File: config.mk
export PLATFORM = sky130hd
export DESIGN_NAME = avalon_seg_write_master
export DESIGN_NICKNAME = d
export VERILOG_FILES = /design/src/rtl/seg_master_pkg.sv /design/src/rtl/avalon_seg_write_master.sv
export SDC_FILE = /design/constraint.sdc
export NUM_CORES = 1
export LEC_CHECK = 0
export ABC_AREA = 0
export CAP_MARGIN = 20
export CORE_UTILIZATION = 30
export CTS_CLUSTER_SIZE = 16
export DETAILED_ROUTE_END_ITERATION = 8
export PLACE_DENSITY = 0.62
export REMOVE_ABC_BUFFERS = 1
export SLEW_MARGIN = 20
export SYNTH_ARGS = -nofsm -noshare
export SYNTH_HDL_FRONTEND = slang
export SYNTH_SLANG_ARGS = --single-unit
File: constraint.sdc
create_clock -name clk -period 3.76 [get_ports clk]
set_input_delay 0.94 -clock clk [delete_from_list [all_inputs] [get_ports clk]]
set_output_delay 0.94 -clock clk [all_outputs]
set_load 0.005 [all_outputs]
File: src/rtl/seg_master_pkg.sv
// ---------------------------------------------------------------------------
// seg_master_pkg
//   Shared types and default constants for avalon_seg_write_master, the
//   on-chip Avalon-MM initiator that loads the seven-segment display slave.
//
//   state_t          FSM encoding: IDLE, WR_DATA, WR_CTRL, DONE, ERR
//   DFLT_DATA_OFS    default byte offset of the 32-bit digit register
//   DFLT_CTRL_OFS    default byte offset of the control register
//   DFLT_CTRL_WORD   default control value (display enable)
//   BYTEEN_ALL       byteenable driven with every write (full 32-bit word)
// ---------------------------------------------------------------------------
package seg_master_pkg;

    typedef enum logic [2:0] {
        IDLE    = 3'd0,
        WR_DATA = 3'd1,
        WR_CTRL = 3'd2,
        DONE    = 3'd3,
        ERR     = 3'd4
    } state_t;

    localparam int unsigned DFLT_DATA_OFS  = 0;
    localparam int unsigned DFLT_CTRL_OFS  = 4;
    localparam logic [31:0] DFLT_CTRL_WORD = 32'h0000_0001;
    localparam logic [3:0]  BYTEEN_ALL     = 4'hF;

endpackage : seg_master_pkg

File: src/rtl/avalon_seg_write_master.sv
// ---------------------------------------------------------------------------
// avalon_seg_write_master
//   Avalon-MM initiator that pushes a 32-bit value (8 hex digits) into the
//   display slave: one write to the digit register, then one write to the
//   control register. Honours waitrequest and aborts a write that stays
//   stalled for TIMEOUT cycles.
//
//   Parameters
//     ADDR_W     avm_address width (byte address)
//     BASE_ADDR  display slave base address
//     DATA_OFS   byte offset of the digit register
//     CTRL_OFS   byte offset of the control register
//     CTRL_WORD  value written to the control register
//     TIMEOUT    max waitrequest-high cycles per write (>= 2)
//
//   Ports
//     clk              in   system clock
//     reset_n          in   asynchronous active-low reset
//     start            in   request a transfer (sampled only in IDLE)
//     value            in   digits to display, captured with start
//     busy             out  high from accepted start until done/error
//     done             out  1-cycle pulse, both writes accepted
//     error            out  1-cycle pulse, a write timed out
//     avm_address      out  Avalon byte address
//     avm_write        out  Avalon write strobe
//     avm_writedata    out  Avalon write data
//     avm_byteenable   out  4'hF while avm_write is high, else 0
//     avm_waitrequest  in   slave stall
// ---------------------------------------------------------------------------
module avalon_seg_write_master
    import seg_master_pkg::*;
#(
    parameter int unsigned       ADDR_W    = 32,
    parameter logic [ADDR_W-1:0] BASE_ADDR = '0,
    parameter int unsigned       DATA_OFS  = DFLT_DATA_OFS,
    parameter int unsigned       CTRL_OFS  = DFLT_CTRL_OFS,
    parameter logic [31:0]       CTRL_WORD = DFLT_CTRL_WORD,
    parameter int unsigned       TIMEOUT   = 1024
) (
    input  logic              clk,
    input  logic              reset_n,
    input  logic              start,
    input  logic [31:0]       value,
    output logic              busy,
    output logic              done,
    output logic              error,
    output logic [ADDR_W-1:0] avm_address,
    output logic              avm_write,
    output logic [31:0]       avm_writedata,
    output logic [3:0]        avm_byteenable,
    input  logic              avm_waitrequest
);

    localparam int unsigned       CNT_W    = $clog2(TIMEOUT);
    localparam logic [CNT_W-1:0]  CNT_LAST = CNT_W'(TIMEOUT - 1);

    // Sums are taken at ADDR_W bits, so a base near the top of the address
    // space simply wraps.
    localparam logic [ADDR_W-1:0] DATA_ADDR = BASE_ADDR + ADDR_W'(DATA_OFS);
    localparam logic [ADDR_W-1:0] CTRL_ADDR = BASE_ADDR + ADDR_W'(CTRL_OFS);

    state_t              state_q,      state_d;
    logic [31:0]         value_q,      value_d;
    logic [CNT_W-1:0]    cnt_q,        cnt_d;
    logic                busy_q,       busy_d;
    logic                done_q,       done_d;
    logic                error_q,      error_d;
    logic                write_q,      write_d;
    logic [ADDR_W-1:0]   address_q,    address_d;
    logic [31:0]         writedata_q,  writedata_d;
    logic [3:0]          byteenable_q, byteenable_d;

    // Next-state logic. Every output is a registered function of the next
    // state, so the bus signals change only on clock edges and stay frozen
    // while the slave stalls.
    always_comb begin
        // NOTE: every variable gets a default before the case so no path
        // leaves it unassigned; an unassigned path would infer a latch.
        state_d = state_q;
        value_d = value_q;
        cnt_d   = cnt_q;

        unique case (state_q)
            IDLE: begin
                if (start) begin
                    value_d = value;
                    cnt_d   = '0;
                    state_d = WR_DATA;
                end
            end
            WR_DATA: begin
                if (!avm_waitrequest) begin
                    cnt_d   = '0;
                    state_d = WR_CTRL;
                end else if (cnt_q == CNT_LAST) begin
                    state_d = ERR;
                end else begin
                    cnt_d = cnt_q + CNT_W'(1);
                end
            end
            WR_CTRL: begin
                if (!avm_waitrequest) begin
                    state_d = DONE;
                end else if (cnt_q == CNT_LAST) begin
                    state_d = ERR;
                end else begin
                    cnt_d = cnt_q + CNT_W'(1);
                end
            end
            DONE:    state_d = IDLE;
            ERR:     state_d = IDLE;
            default: state_d = IDLE;
        endcase

        write_d      = (state_d == WR_DATA) || (state_d == WR_CTRL);
        busy_d       = write_d;
        done_d       = (state_d == DONE);
        error_d      = (state_d == ERR);
        byteenable_d = write_d ? BYTEEN_ALL : 4'h0;

        unique case (state_d)
            WR_DATA: begin
                address_d   = DATA_ADDR;
                writedata_d = value_d;
            end
            WR_CTRL: begin
                address_d   = CTRL_ADDR;
                writedata_d = CTRL_WORD;
            end
            default: begin
                address_d   = '0;
                writedata_d = '0;
            end
        endcase
    end

    always_ff @(posedge clk or negedge reset_n) begin
        if (!reset_n) begin
            state_q      <= IDLE;
            value_q      <= '0;
            cnt_q        <= '0;
            busy_q       <= 1'b0;
            done_q       <= 1'b0;
            error_q      <= 1'b0;
            write_q      <= 1'b0;
            address_q    <= '0;
            writedata_q  <= '0;
            byteenable_q <= 4'h0;
        end else begin
            // NOTE: non-blocking assignments so every flop samples the
            // pre-edge values, independent of statement order.
            state_q      <= state_d;
            value_q      <= value_d;
            cnt_q        <= cnt_d;
            busy_q       <= busy_d;
            done_q       <= done_d;
            error_q      <= error_d;
            write_q      <= write_d;
            address_q    <= address_d;
            writedata_q  <= writedata_d;
            byteenable_q <= byteenable_d;
        end
    end

    assign busy           = busy_q;
    assign done           = done_q;
    assign error          = error_q;
    assign avm_write      = write_q;
    assign avm_address    = address_q;
    assign avm_writedata  = writedata_q;
    assign avm_byteenable = byteenable_q;

endmodule : avalon_seg_write_master

==> results.sh <==
export IMPL_outcome="finished clean"
export IMPL_path_clk_slew_ps=60
export IMPL_cts_sinks=81
export IMPL_netlist_area_um2=3430
export IMPL_finalHoldViolCount=0
export IMPL_fin_cells=486
export IMPL_required_ps=3970
export IMPL_vdd_drop_max_mv=0.333
export IMPL_intPower_w=0.00240
export IMPL_slew_headroom=0.484
export IMPL_dieHeight_um=109
export IMPL_mostFrequentLayoutCell="dfrtp_1"
export IMPL_initial_utilization=0.312
export IMPL_crit_path_max_fanout=20
export IMPL_grt_use_total=0.117
export IMPL_seq_area_frac_synth=0.591
export IMPL_dp_hpwl_um=4260
export IMPL_finalSetupTns_ps=0
export IMPL_die_area_um2=11900
export IMPL_drive_above_1_share=0.150
export IMPL_yosys_register_bits=81
export IMPL_top_layer="met4"
export IMPL_fillers=1063
export IMPL_p_sw_frac=0.272
export IMPL_finish_utilization=0.406
export IMPL_drv_slew=0
export IMPL_power_frac_clock=0.248
export IMPL_rows=38
export IMPL_h_tree_depth=3
export IMPL_critPathMostFrequentCell="buf_4"
export IMPL_ioPinCount=108
export IMPL_cp_num_buf_inv=3
export IMPL_wl_met2_um=3080
export IMPL_p_comb_frac=0.339
export IMPL_ys_flop_type="dfrtp_1"
export IMPL_mostFrequentLayoutCells="dfrtp_1, clkdlybuf4s50_1, nor2b_1, conb_1, mux2_2"
export IMPL_antenna_found_initial=0
export IMPL_synth_edff_count=0
export IMPL_final_min_clock_period_ps=2490
export IMPL_wl_um=6310
export IMPL_syn_instance_count=268
export IMPL_pwr_share_seq=0.413
export IMPL_p_leak_nw=1.93
export IMPL_tritoncts="built"
export IMPL_cts_root_buf="clkbuf_16"
export IMPL_grt_overflow=0
export IMPL_first_pass_iters=4
export IMPL_hold_path_class="reg2reg"
export IMPL_ant_nets=0
export IMPL_max_stage_delay_ps=470
export IMPL_wl_per_cell_um=13.0
export IMPL_wl_met3_um=474
export IMPL_critPathSlowestCell="clkdlybuf4s50_1"
export IMPL_worst_pin_slew_ps=769
export IMPL_insertion_delay_ps=330
export IMPL_cts_buffers=9
export IMPL_io_buffers=76
export IMPL_grt_pass1_vias=2095
export IMPL_ctsResizeCount=0
export IMPL_worstSetupEndpointType="flop"
export IMPL_avgSynthCellArea_um2=12.8
export IMPL_fin_nets=379
export IMPL_coreArea_um2=11000
export IMPL_maxCapViolCount=0
export IMPL_yosysUniqueCellTypes=43
export IMPL_synthToLayoutAreaGrowth_pct=29.9
export IMPL_grt_pass1_wl_um=10300
export IMPL_cp_start_kind="input pin"
export IMPL_globalplace_congestion=0.768
export IMPL_dp_cells=471
export IMPL_vias=2131
export IMPL_viasPerCell=4.38
export IMPL_drtIter0Drc=73
export IMPL_max_freq_ghz=0.402
export IMPL_clock_path_buffers=2
export IMPL_arrival_ps=2700
export IMPL_crit_family="buffers and inverters"
export IMPL_finalSetupViolCount=0
export IMPL_grt_max_degree=82
export IMPL_drcViolationCount=0
export IMPL_synthArstFlopShare=1.00
export IMPL_p_sw_w=0.000898
export IMPL_finalClockSkew_ps=4.78
export IMPL_cts_hold_buf=0
export IMPL_fin_crit_sh=0.662
export IMPL_drt_met1_wl_um=2660
export IMPL_rsz0062_at_grt="false"
export IMPL_post_cts_setup_buffers=0
export IMPL_chipWidth_um=109
export IMPL_yosys_warnings=0
export IMPL_path_class="in2reg"
export IMPL_antennaDiodeCount=0
export IMPL_pwr_density_cell_nw_per_um2=739
export IMPL_worstPathCellList="clkdlybuf4s50_1 > nand2b_1 > nor3_4 > buf_4 > a21oi_4 > buf_4 > nor2b_1"
layer usage:
layer | GRT usage | up-vias
li1 | - | 994
met1 | 0.142 | 1050
met2 | 0.182 | 81
met3 | 0.0472 | 6
met4 | 0.0512 | 0
met5 | 0 | -
sequential cells by signal, summed over array words and instances, names as in the netlist:
signal	count
error	1
avm_byteenable	1
done	1
avm_writedata	32
value_q	32
cnt_q	10
state_q	3
avm_address	1
worst paths after layout:
kind | start | end | slack [ps] | cells after the start
max | start | avm_writedata[14] | 1270 | 7
min | value_q[0] | value_q[0] | 480 | 2
max reg2reg | cnt_q[0] | avm_writedata[14] | 1480 | 6
min reg2reg | value_q[0] | value_q[0] | 480 | 2
max in group asynchronous | reset_n | value_q[17] | 2630 | 1
min in group asynchronous | reset_n | state_q[0] | 640 | 1
power by group through the flow:
stage	combinational [W]	sequential [W]	clock, W
2_1_floorplan	0.000544	0.00137	0
3_3_place_gp	0.00112	0.00137	0
3_5_place_dp	0.00114	0.00137	0
4_1_cts	0.00114	0.00137	0.000846
5_1_grt	0.00124	0.00140	0.000879
6_report	0.00112	0.00136	0.000818
Yosys cell counts, drive strengths merged, types with 2 or more instances:
library cell,n,share of area
a21oi,9,0.014
nand2,6,0.0066
or3,2,0.0036
nand4,2,0.0036
o21ai,3,0.0044
inv,6,0.0066
nand3,4,0.0073
nor3,4,0.0091
a2111oi,2,0.0051
mux2i,3,0.0088
nor2,4,0.0044
o31ai,5,0.011
nand2b,7,0.013
nor2b,31,0.057
or4,5,0.012
dfrtp,81,0.59
buf,45,0.097
mux2,31,0.10
layout make-up:
type | count | area [um^2] | area share
tap | 140 | 175 | 0.0393
sequential | 81 | 2030 | 0.455
multi-input combinational | 165 | 1170 | 0.262
clock inverter | 2 | 12.5 | 0.00281
timing repair buffer | 79 | 785 | 0.176
clock buffer | 13 | 270 | 0.0606
inverter | 6 | 22.5 | 0.00505
stage by stage:
stage | worst slack, ps | hold WS (ps) | power, W | area [um^2]
global placement | 956 | 457 | 0.00249 | 4170
global route | 1150 | 507 | 0.00352 | 4460
finish | 1270 | 477 | 0.00329 | 4460
CTS | 1240 | 483 | 0.00336 | 4450
floorplan | 1180 | 441 | 0.00191 | 3210
detailed placement | 892 | 470 | 0.00251 | 4170
cell families after synthesis:
group,count (synthesis),synth area share
multiplexers,34,0.111
flip-flops,81,0.591
AND/OR/NAND/NOR,71,0.133
AO/OA/AOI/OAI,28,0.0565
adder cells (fa/ha/maj),1,0.00365
other,1,0.00109
buffers and inverters,52,0.104
worst min-delay path: stages, from the launching register on:
cell	delay [ps]
dfrtp_1	320
mux2i_1	80
inv_1	50
Power figures use the tool's default switching activity.
